--- src/rtl/ef_sram_wb_banked_ctrl_pkg.sv ---
// Shared types and helpers for the banked Wishbone SRAM controller.
// Per-instance widths are derived from the top's parameters through the helper functions.
package ef_sram_pkg;

  typedef enum logic [1:0] {
    IDLE,
    ACCESS,
    WAIT,
    RESP
  } state_t;

  localparam int MAX_BANKS  = 8;
  localparam int BANK_IDX_W = 3;

  // Values for the default 32-bit, two-bank configuration.
  localparam int NB = 4;
  localparam int BW = 1;

  typedef logic [BANK_IDX_W-1:0] bank_idx_t;

  function automatic int lanes(input int dw);
    return dw / 8;
  endfunction

  function automatic int bank_bits(input int nbanks);
    return (nbanks > 1) ? $clog2(nbanks) : 0;
  endfunction

endpackage

--- src/rtl/ef_sram_wb_banked_ctrl_if.sv ---
// Wishbone classic slave-side bus bundle for the banked SRAM controller.
interface ef_sram_wb_banked_ctrl_if #(
  parameter int DW = 32
);

  logic            wbs_cyc_i;
  logic            wbs_stb_i;
  logic            wbs_we_i;
  logic [DW/8-1:0] wbs_sel_i;
  logic [31:0]     wbs_adr_i;
  logic [DW-1:0]   wbs_dat_i;
  logic [DW-1:0]   wbs_dat_o;
  logic            wbs_ack_o;
  logic            wbs_err_o;

  modport master (
    output wbs_cyc_i, wbs_stb_i, wbs_we_i, wbs_sel_i, wbs_adr_i, wbs_dat_i,
    input  wbs_dat_o, wbs_ack_o, wbs_err_o
  );

  modport slave (
    input  wbs_cyc_i, wbs_stb_i, wbs_we_i, wbs_sel_i, wbs_adr_i, wbs_dat_i,
    output wbs_dat_o, wbs_ack_o, wbs_err_o
  );

endinterface

--- src/rtl/ef_sram_bank_rdmux.sv ---
// NUM_BANKS:1 read-data mux, steered by the bank index registered at request time.
module ef_sram_bank_rdmux
  import ef_sram_pkg::*;
#(
  parameter int DW        = 32,
  parameter int NUM_BANKS = 2
) (
  input  bank_idx_t               bank_sel,
  input  logic [NUM_BANKS*DW-1:0] bank_data,
  output logic [DW-1:0]           rd_data
);

  always_comb begin
    rd_data = '0;
    for (int b = 0; b < NUM_BANKS; b++) begin
      if (bank_sel == bank_idx_t'(b)) begin
        rd_data = bank_data[b*DW +: DW];
      end
    end
  end

endmodule

--- src/rtl/ef_sram_wb_banked_ctrl.sv ---
// Wishbone classic slave in front of NUM_BANKS single-port synchronous SRAM macros.
// One transfer at a time: IDLE -> ACCESS -> WAIT (read only) -> RESP -> IDLE.
module ef_sram_wb_banked_ctrl
  import ef_sram_pkg::*;
#(
  parameter int DW        = 32,
  parameter int BANK_AW   = 10,
  parameter int NUM_BANKS = 2,
  parameter int RD_WAIT   = 0
) (
  input  logic                    wb_clk_i,
  input  logic                    wb_rst_i,
  ef_sram_wb_banked_ctrl_if.slave wbs,
  output logic [NUM_BANKS-1:0]    sram_en_o,
  output logic [DW/8-1:0]         sram_we_o,
  output logic [BANK_AW-1:0]      sram_addr_o,
  output logic [DW-1:0]           sram_din_o,
  input  logic [NUM_BANKS*DW-1:0] sram_dout_i
);

  localparam int LANES  = lanes(DW);
  localparam int BSEL_W = bank_bits(NUM_BANKS);
  localparam int WORD_W = BANK_AW + BSEL_W;

  state_t               state_q, state_nxt;
  logic [NUM_BANKS-1:0] en_q, en_nxt;
  logic [LANES-1:0]     we_q, we_nxt;
  logic [BANK_AW-1:0]   addr_q, addr_nxt;
  logic [DW-1:0]        din_q, din_nxt;
  bank_idx_t            bank_q, bank_nxt;
  logic                 is_wr_q, is_wr_nxt;
  logic [1:0]           cnt_q, cnt_nxt;
  logic                 ack_q, ack_nxt;
  logic                 err_q, err_nxt;
  logic [DW-1:0]        dat_q, dat_nxt;

  logic [WORD_W-1:0]    req_word;
  logic [31:0]          req_bank_wide;
  bank_idx_t            req_bank;
  logic                 req_valid;
  logic                 req_in_range;
  logic [DW-1:0]        rd_data;
  logic                 unused_adr;

  // Bits above the decoded window are dropped, so the window aliases through the address space.
  assign req_word      = wbs.wbs_adr_i[WORD_W+1:2];
  assign req_bank_wide = 32'(req_word >> BANK_AW);
  assign req_bank      = bank_idx_t'(req_word >> BANK_AW);
  assign req_in_range  = req_bank_wide < 32'(NUM_BANKS);
  assign req_valid     = wbs.wbs_cyc_i && wbs.wbs_stb_i;
  assign unused_adr    = ^{wbs.wbs_adr_i[31:WORD_W+2], wbs.wbs_adr_i[1:0]};

  ef_sram_bank_rdmux #(
    .DW        (DW),
    .NUM_BANKS (NUM_BANKS)
  ) u_rdmux (
    .bank_sel  (bank_q),
    .bank_data (sram_dout_i),
    .rd_data   (rd_data)
  );

  always_ff @(posedge wb_clk_i or posedge wb_rst_i) begin
    if (wb_rst_i) begin
      state_q <= IDLE;
      en_q    <= '0;
      we_q    <= '0;
      addr_q  <= '0;
      din_q   <= '0;
      bank_q  <= '0;
      is_wr_q <= 1'b0;
      cnt_q   <= '0;
      ack_q   <= 1'b0;
      err_q   <= 1'b0;
      dat_q   <= '0;
    end else begin
      state_q <= state_nxt;
      en_q    <= en_nxt;
      we_q    <= we_nxt;
      addr_q  <= addr_nxt;
      din_q   <= din_nxt;
      bank_q  <= bank_nxt;
      is_wr_q <= is_wr_nxt;
      cnt_q   <= cnt_nxt;
      ack_q   <= ack_nxt;
      err_q   <= err_nxt;
      dat_q   <= dat_nxt;
    end
  end

  // Strobes, ack and err default low so every pulse lasts exactly one cycle.
  always_comb begin
    state_nxt = state_q;
    en_nxt    = '0;
    we_nxt    = '0;
    addr_nxt  = addr_q;
    din_nxt   = din_q;
    bank_nxt  = bank_q;
    is_wr_nxt = is_wr_q;
    cnt_nxt   = cnt_q;
    ack_nxt   = 1'b0;
    err_nxt   = 1'b0;
    dat_nxt   = dat_q;

    case (state_q)
      IDLE: begin
        if (req_valid) begin
          if (!req_in_range) begin
            err_nxt   = 1'b1;
            state_nxt = RESP;
          end else begin
            for (int b = 0; b < NUM_BANKS; b++) begin
              en_nxt[b] = (req_bank == bank_idx_t'(b));
            end
            we_nxt    = wbs.wbs_we_i ? wbs.wbs_sel_i : '0;
            addr_nxt  = req_word[BANK_AW-1:0];
            din_nxt   = wbs.wbs_dat_i;
            bank_nxt  = req_bank;
            is_wr_nxt = wbs.wbs_we_i;
            state_nxt = ACCESS;
          end
        end
      end

      ACCESS: begin
        if (!wbs.wbs_cyc_i) begin
          state_nxt = IDLE;
        end else if (is_wr_q) begin
          ack_nxt   = 1'b1;
          state_nxt = RESP;
        end else begin
          cnt_nxt   = '0;
          state_nxt = WAIT;
        end
      end

      // Macro output is valid from here on; hold off capture for RD_WAIT extra cycles.
      WAIT: begin
        if (!wbs.wbs_cyc_i) begin
          state_nxt = IDLE;
        end else if (cnt_q == 2'(RD_WAIT)) begin
          dat_nxt   = rd_data;
          ack_nxt   = 1'b1;
          state_nxt = RESP;
        end else begin
          cnt_nxt = cnt_q + 2'd1;
        end
      end

      RESP: begin
        state_nxt = IDLE;
      end

      default: begin
        state_nxt = IDLE;
      end
    endcase
  end

  assign sram_en_o     = en_q;
  assign sram_we_o     = we_q;
  assign sram_addr_o   = addr_q;
  assign sram_din_o    = din_q;
  assign wbs.wbs_dat_o = dat_q;
  assign wbs.wbs_ack_o = ack_q;
  assign wbs.wbs_err_o = err_q;

  a_ack_err_excl : assert property (@(posedge wb_clk_i) disable iff (wb_rst_i) !(ack_q && err_q));
  a_en_onehot    : assert property (@(posedge wb_clk_i) disable iff (wb_rst_i) $onehot0(en_q));

endmodule

--- src/flat_wrapper.sv ---
// flat-port wrapper written by rule: the top's interface ports become plain ports
module ef_sram_wb_banked_ctrl_flat import ef_sram_pkg::*;
#(
  parameter int DW        = 32,
  parameter int BANK_AW   = 10,
  parameter int NUM_BANKS = 2,
  parameter int RD_WAIT   = 0
)
  (wb_clk_i, wb_rst_i, sram_en_o, sram_we_o, sram_addr_o, sram_din_o, sram_dout_i, wbs_wbs_cyc_i, wbs_wbs_stb_i, wbs_wbs_we_i, wbs_wbs_sel_i, wbs_wbs_adr_i, wbs_wbs_dat_i, wbs_wbs_dat_o, wbs_wbs_ack_o, wbs_wbs_err_o);
  ef_sram_wb_banked_ctrl_if #(.DW(DW)) wbs_i ();
  input  logic wb_clk_i;
  input  logic wb_rst_i;
  output logic [NUM_BANKS-1:0] sram_en_o;
  output logic [DW/8-1:0] sram_we_o;
  output logic [BANK_AW-1:0] sram_addr_o;
  output logic [DW-1:0] sram_din_o;
  input  logic [NUM_BANKS*DW-1:0] sram_dout_i;
  input wire logic [$bits(wbs_i.wbs_cyc_i)-1:0] wbs_wbs_cyc_i;
  input wire logic [$bits(wbs_i.wbs_stb_i)-1:0] wbs_wbs_stb_i;
  input wire logic [$bits(wbs_i.wbs_we_i)-1:0] wbs_wbs_we_i;
  input wire logic [$bits(wbs_i.wbs_sel_i)-1:0] wbs_wbs_sel_i;
  input wire logic [$bits(wbs_i.wbs_adr_i)-1:0] wbs_wbs_adr_i;
  input wire logic [$bits(wbs_i.wbs_dat_i)-1:0] wbs_wbs_dat_i;
  output wire logic [$bits(wbs_i.wbs_dat_o)-1:0] wbs_wbs_dat_o;
  output wire logic [$bits(wbs_i.wbs_ack_o)-1:0] wbs_wbs_ack_o;
  output wire logic [$bits(wbs_i.wbs_err_o)-1:0] wbs_wbs_err_o;
  assign wbs_i.wbs_cyc_i = wbs_wbs_cyc_i;
  assign wbs_i.wbs_stb_i = wbs_wbs_stb_i;
  assign wbs_i.wbs_we_i = wbs_wbs_we_i;
  assign wbs_i.wbs_sel_i = wbs_wbs_sel_i;
  assign wbs_i.wbs_adr_i = wbs_wbs_adr_i;
  assign wbs_i.wbs_dat_i = wbs_wbs_dat_i;
  assign wbs_wbs_dat_o = wbs_i.wbs_dat_o;
  assign wbs_wbs_ack_o = wbs_i.wbs_ack_o;
  assign wbs_wbs_err_o = wbs_i.wbs_err_o;
  ef_sram_wb_banked_ctrl #(.DW(DW), .BANK_AW(BANK_AW), .NUM_BANKS(NUM_BANKS), .RD_WAIT(RD_WAIT)) u_core (.wb_clk_i(wb_clk_i), .wb_rst_i(wb_rst_i), .wbs(wbs_i), .sram_en_o(sram_en_o), .sram_we_o(sram_we_o), .sram_addr_o(sram_addr_o), .sram_din_o(sram_din_o), .sram_dout_i(sram_dout_i));
endmodule
--- config.mk ---
export PLATFORM = sky130hd
export DESIGN_NAME = ef_sram_wb_banked_ctrl_flat
export DESIGN_NICKNAME = d
export VERILOG_FILES = /design/src/rtl/ef_sram_wb_banked_ctrl_pkg.sv /design/src/rtl/ef_sram_wb_banked_ctrl_if.sv /design/src/rtl/ef_sram_bank_rdmux.sv /design/src/rtl/ef_sram_wb_banked_ctrl.sv /design/src/flat_wrapper.sv
export SDC_FILE = /design/constraint.sdc
export NUM_CORES = 1
export LEC_CHECK = 0
export CORE_MARGIN = 4
export CORE_UTILIZATION = 30
export CTS_CLUSTER_SIZE = 16
export DETAILED_ROUTE_END_ITERATION = 8
export PLACE_DENSITY = 0.66
export SYNTH_ARGS = -nofsm -noshare
export SYNTH_HDL_FRONTEND = slang
export SYNTH_SLANG_ARGS = --single-unit
export TNS_END_PERCENT = 10
--- constraint.sdc ---
create_clock -name wb_clk_i -period 3.48 [get_ports wb_clk_i]
set_input_delay 1.044 -clock wb_clk_i [delete_from_list [all_inputs] [get_ports wb_clk_i]]
set_output_delay 1.044 -clock wb_clk_i [all_outputs]
set_load 0.05 [all_outputs]
Yosys cells after proc, flatten, opt, wreduce, memory -nomap -nowiden
Index checks and enable logic that the tools add are counted.

Order comparisons: 1. Add/sub/neg operators: 1. Reduce and logical (&&, ||, !) cells: 10. Equality and inequality tests: 9. Muxes and demuxes: 29.

Operator list (count): 2-to-1 mux 32 bit (2); 2-to-1 mux 2 bit (12); 2-to-1 mux 4 bit (4); 2-to-1 mux 1 bit (8); inequality test 2 bit (second input constant) (4); one-hot mux 2 bit (4 select lines) (1); zero test 3 bit (2); AND reduction 3 bit (2); AND reduction 5 bit (1); equality test 2 bit (second input constant) (2); zero test 2 bit (2); one-hot mux 2 bit (2 select lines) (1); inequality test 3 x 2 -> 1 bit (second input constant) (1); adder 2 x 1 -> 2 bit (second input constant) (1); equality test 2 x 1 -> 1 bit (second input constant) (1); < comparator 1 x 2 -> 1 bit (second input constant) (1); inequality test 2 x 1 -> 1 bit (second input constant) (1); one-hot mux 1 bit (2 select lines) (1); AND reduction 2 bit (1); nonzero test 2 bit (1); logical AND 1 bit (1).

Output and inout bits: 82. Word-level logic and storage cells: 61. Input port bits: 137. Register bits after elaboration: 88.

Logic depth before layout (Yosys ltp)
Depth after elaboration: 4. Gate-level depth with buffers: 7. Gate-level depth less buffers: 5.

Cells and area by module
From an unflattened synthesis, not the netlist that was laid out.

Cells, all modules: 379. Area, all modules: 4092.7 um^2.

By module, submodules not included: ef_sram_wb_banked_ctrl (area each 3577.2 um^2, times used 1, sequential area each 2177.1 um^2, cells an instance 306); ef_sram_bank_rdmux (area each 515.5 um^2, times used 1, sequential area each 0.0 um^2, cells an instance 73).

Worst setup path after synthesis
OpenSTA, ideal clock, no wires.

Path kind: in2reg. From: input wbs_wbs_cyc_i. To: register u_core.addr_q[0], in the netlist u_core.sram_addr_o[0]. Setup time: 0.118 ns. Path slack: 1.683 ns. Buffers on the path: 3. Cell stages on the path: 6. Required time: 3.362 ns. Arrival: 1.680 ns. Path through: buf_4 -> and3_4 -> buf_6 -> buf_6 -> nand2_1 -> nand2_1.

Longest elaborated chain between the ends: 2.

Ends and longest elaborated chain: start, declared (RTL line flat_wrapper.sv:18) `input wire logic [$bits(wbs_i.wbs_cyc_i)-1:0] wbs_wbs_cyc_i;`; logical AND 1 bit (RTL line ef_sram_wb_banked_ctrl.sv:50) `assign req_valid = wbs.wbs_cyc_i && wbs.wbs_stb_i;`; AND reduction 3 bit (no source line); end signal, assigned (RTL line ef_sram_wb_banked_ctrl.sv:79) `addr_q <= addr_nxt;`; end, declared (RTL line ef_sram_wb_banked_ctrl.sv:28) `logic [BANK_AW-1:0] addr_q, addr_nxt;`.

Every way passes these cells. A chain may end at the register's enable or synchronous reset.

Worst setup path in the final report
From: register u_core.dat_q[4], in the netlist u_core.wbs.wbs_dat_o[4]. To: output wbs_wbs_dat_o[4].

RTL lines: start, declared (RTL line ef_sram_wb_banked_ctrl.sv:35) `logic [DW-1:0] dat_q, dat_nxt;`; start signal, assigned (RTL line ef_sram_wb_banked_ctrl.sv:86) `dat_q <= dat_nxt;`; end, declared (RTL line flat_wrapper.sv:24) `output wire logic [$bits(wbs_i.wbs_dat_o)-1:0] wbs_wbs_dat_o;`.

No word-level cell between the ends.

==> out/results.ini <==
[setup_path]
worstReg2RegEnd = u_core.sram_din_o[10]$_DFFE_PP0P_
critPathMaxStageDelay_ps = 830
cp_slowest_cell = clkdlybuf4s50_1
cp-startpoint = u_core.wbs.wbs_dat_o[4]$_DFFE_PP0P_
arrival_ps = 1510
critPathKind = register to output pin
cp.required_ps = 2440
crit_buf_inv = 1
reg2regPathDepth = 6
r2r_setup_slack_ps = 1780
endpoint_kind = output pin
worstPathMaxFanout = 2
regToRegStartpoint = u_core.state_q[0]$_DFFE_PP0P_
critical_path.cell_chain = clkdlybuf4s50_1
cp_top_family = buffers and inverters
critPathLaunchType = register

[clock_network]
postCtsHoldBufs = 0
cts_tree = yes
worst_skew_pair.late_latency_ps = 330
ctsLongestPathBuffers = 2
cts-buffers-inserted = 9
post_cts_buffers = 0
clock_sinks = 87
path_clk_slew_ps = 60
cts_max_level = 3
cts-resized-gates = 0
clockRootBuffer = clkbuf_16

[layout]
n_antenna_cell = 0
syn_to_final_growth_pct = 62.8
fin_util = 0.500
nets = 705
layout-drive-gt1-share = 0.0423

[place]
routabilityCongestion = 0.738
io_buffers = 196
pre_cts_ws_ps = 735
hpwl_um = 7890

[route]
firstDrtPassIters = 4
dr_total_vias = 3146
wirelength_um = 10100
drc = 0
ant_nets = 0
via_per_inst = 4.40
drtIter0Drc = 157
avgRoutedWirePerCell_um = 14.2

[global_route]
grt_usage = 0.143
grt-ovfl-total = 0
antenna_found_initial = 0
grt_pass1_vias = 3123
grt_max_degree = 65
grt_pass1_wl_um = 16500

[synth]
synth_flop_cell = dfrtp_1
synth_area_leader_cell = dfrtp_1
syn_avg_cell_area_um2 = 9.89
ys_types = 22
synth-seq-cells = 87
synth_most_common_cell = nand2_1
syn-instance-count = 373
ys_top_cells_by_count = 169 x nand2_1, 87 x dfrtp_1, 35 x mux2i_1, 26 x o21ai_0, 11 x buf_2
yosysSeqAreaShare = 0.590
async_flop_share = 1.00
ys_warn_count = 0
synth_edf_count = 0
syn_area_um2 = 3690
syn_nets = 515
synth.area.top_cells = dfrtp_1 59%, nand2_1 17%, mux2i_1 9.5%, o21ai_0 3.5%, ha_1 1.7%
synth_top_cell_area_share = 0.590

[sta]
setup_viol = 0
finalHoldViolations = 0
rsz0062_at_grt = no
max-slew-margin-rel = 0.375
slew_viol_final = 0
skew_ps = 7.22
setup_tns_ps = 0
max_freq_mhz = 392
fin_ws_ps = 926
post-route-period-util = 0.734
worst_pin_slew_ps = 938
finalHoldWorstSlack_ps = 476
min_period_ps = 2550

[die]
row_count = 40
coreArea_um2 = 12000
start_util = 0.307
die_h_um = 119
dieArea_um2 = 14100
dieWidth_um = 119
io_pins = 219

[run]
max_cap_violations = 0

[pwr]
powerDensity_nw_per_um2 = 950
ir_drop_v = 0.000592
power.static_leakage_nw = 2.79

[min_path]
hp-start = u_core.wbs.wbs_dat_o[1]$_DFFE_PP0P_
min_to = u_core.wbs.wbs_dat_o[1]$_DFFE_PP0P_
hp-class = register to register
min_path_cells = 2

[status]
status = finished clean

metal layers:
layer	routed length (um)	GRT usage
met1	4090	0.169
met2	5170	0.244
met3	715	0.0470
met4	171	0.0492
met5	0	0
where the power goes:
group	total (W)	switching [W]	internal (W)
clock network	0.000877	0.000389	0.000487
registers	0.00173	0.000296	0.00143
logic	0.00310	0.00202	0.00108
total	0.00571	0.00270	0.00300
worst max-delay path by stage:
stage / cells past startpoint / endpoint / slack, ps
after floorplan: 1 / u_core.bank_q[0]$_DFFE_PP0P_ / 190
after global placement: 5 / u_core.sram_din_o[16]$_DFFE_PP0P_ / 830
after detailed placement: 5 / u_core.sram_din_o[10]$_DFFE_PP0P_ / 740
after CTS: 1 / sram_din_o[10] / 900
after global routing: 1 / sram_addr_o[7] / 860
final: 1 / wbs_wbs_dat_o[4] / 930
registers in the layout (all words and copies together) (netlist names), 2 cells and up:
signal,cells
u_core.sram_we_o,4
u_core.sram_addr_o,10
u_core.state_q,2
u_core.sram_din_o,32
u_core.cnt_q,2
u_core.sram_en_o,2
u_core.wbs.wbs_dat_o,32
placed cells by master (no fill, tap or decap):
cell / instances
o2111a_1: 1
dfrtp_1: 86
and3_4: 1
conb_1: 1
mux2i_1: 35
nand2_1: 169
ha_1: 5
nand3_2: 2
buf_12: 1
dfrtp_2: 1
inv_6: 1
a2bb2oi_1: 2
a21o_1: 2
a21oi_1: 1
buf_4: 3
clkbuf_16: 9
clkinv_4: 2
clkbuf_1: 1
clkinv_2: 2
and3_1: 4
nand2b_1: 1
inv_1: 5
o21ai_1: 6
clkinvlp_4: 2
and2_1: 1
nor2_1: 1
clkdlybuf4s50_1: 196
o211ai_1: 1
o21ai_0: 26
area by class of cell:
class                           instances  area [um2]
Clock buffer                           10         229
Clock inverter                          6        46.3
Fill cell                            1139        6010
Inverter                                6        23.8
Multi-Input combinational cell        259        1340
Sequential cell                        87        2180
Tap cell                              147         184
Timing Repair Buffer                  200        2000
kinds of logic after synthesis:
logic type	after synthesis	share of synthesized area
compound gates	39	0.0587
fa+ha+maj	5	0.0170
buf+inv	27	0.0465
flops	87	0.590
mux	35	0.0950
other cells	1	0.00102
simple gates	179	0.192
metrics by stage:
stage | area (um2) | cells | power (W)
final | 6010 | 715 | 0.00571
after global routing | 6010 | 715 | 0.00602
after CTS | 6010 | 715 | 0.00579
after detailed placement | 5730 | 699 | 0.00488
after global placement | 5730 | 699 | 0.00482
after floorplan | 3690 | 373 | 0.00377
No activity file was read; power rests on OpenSTA's default activity.
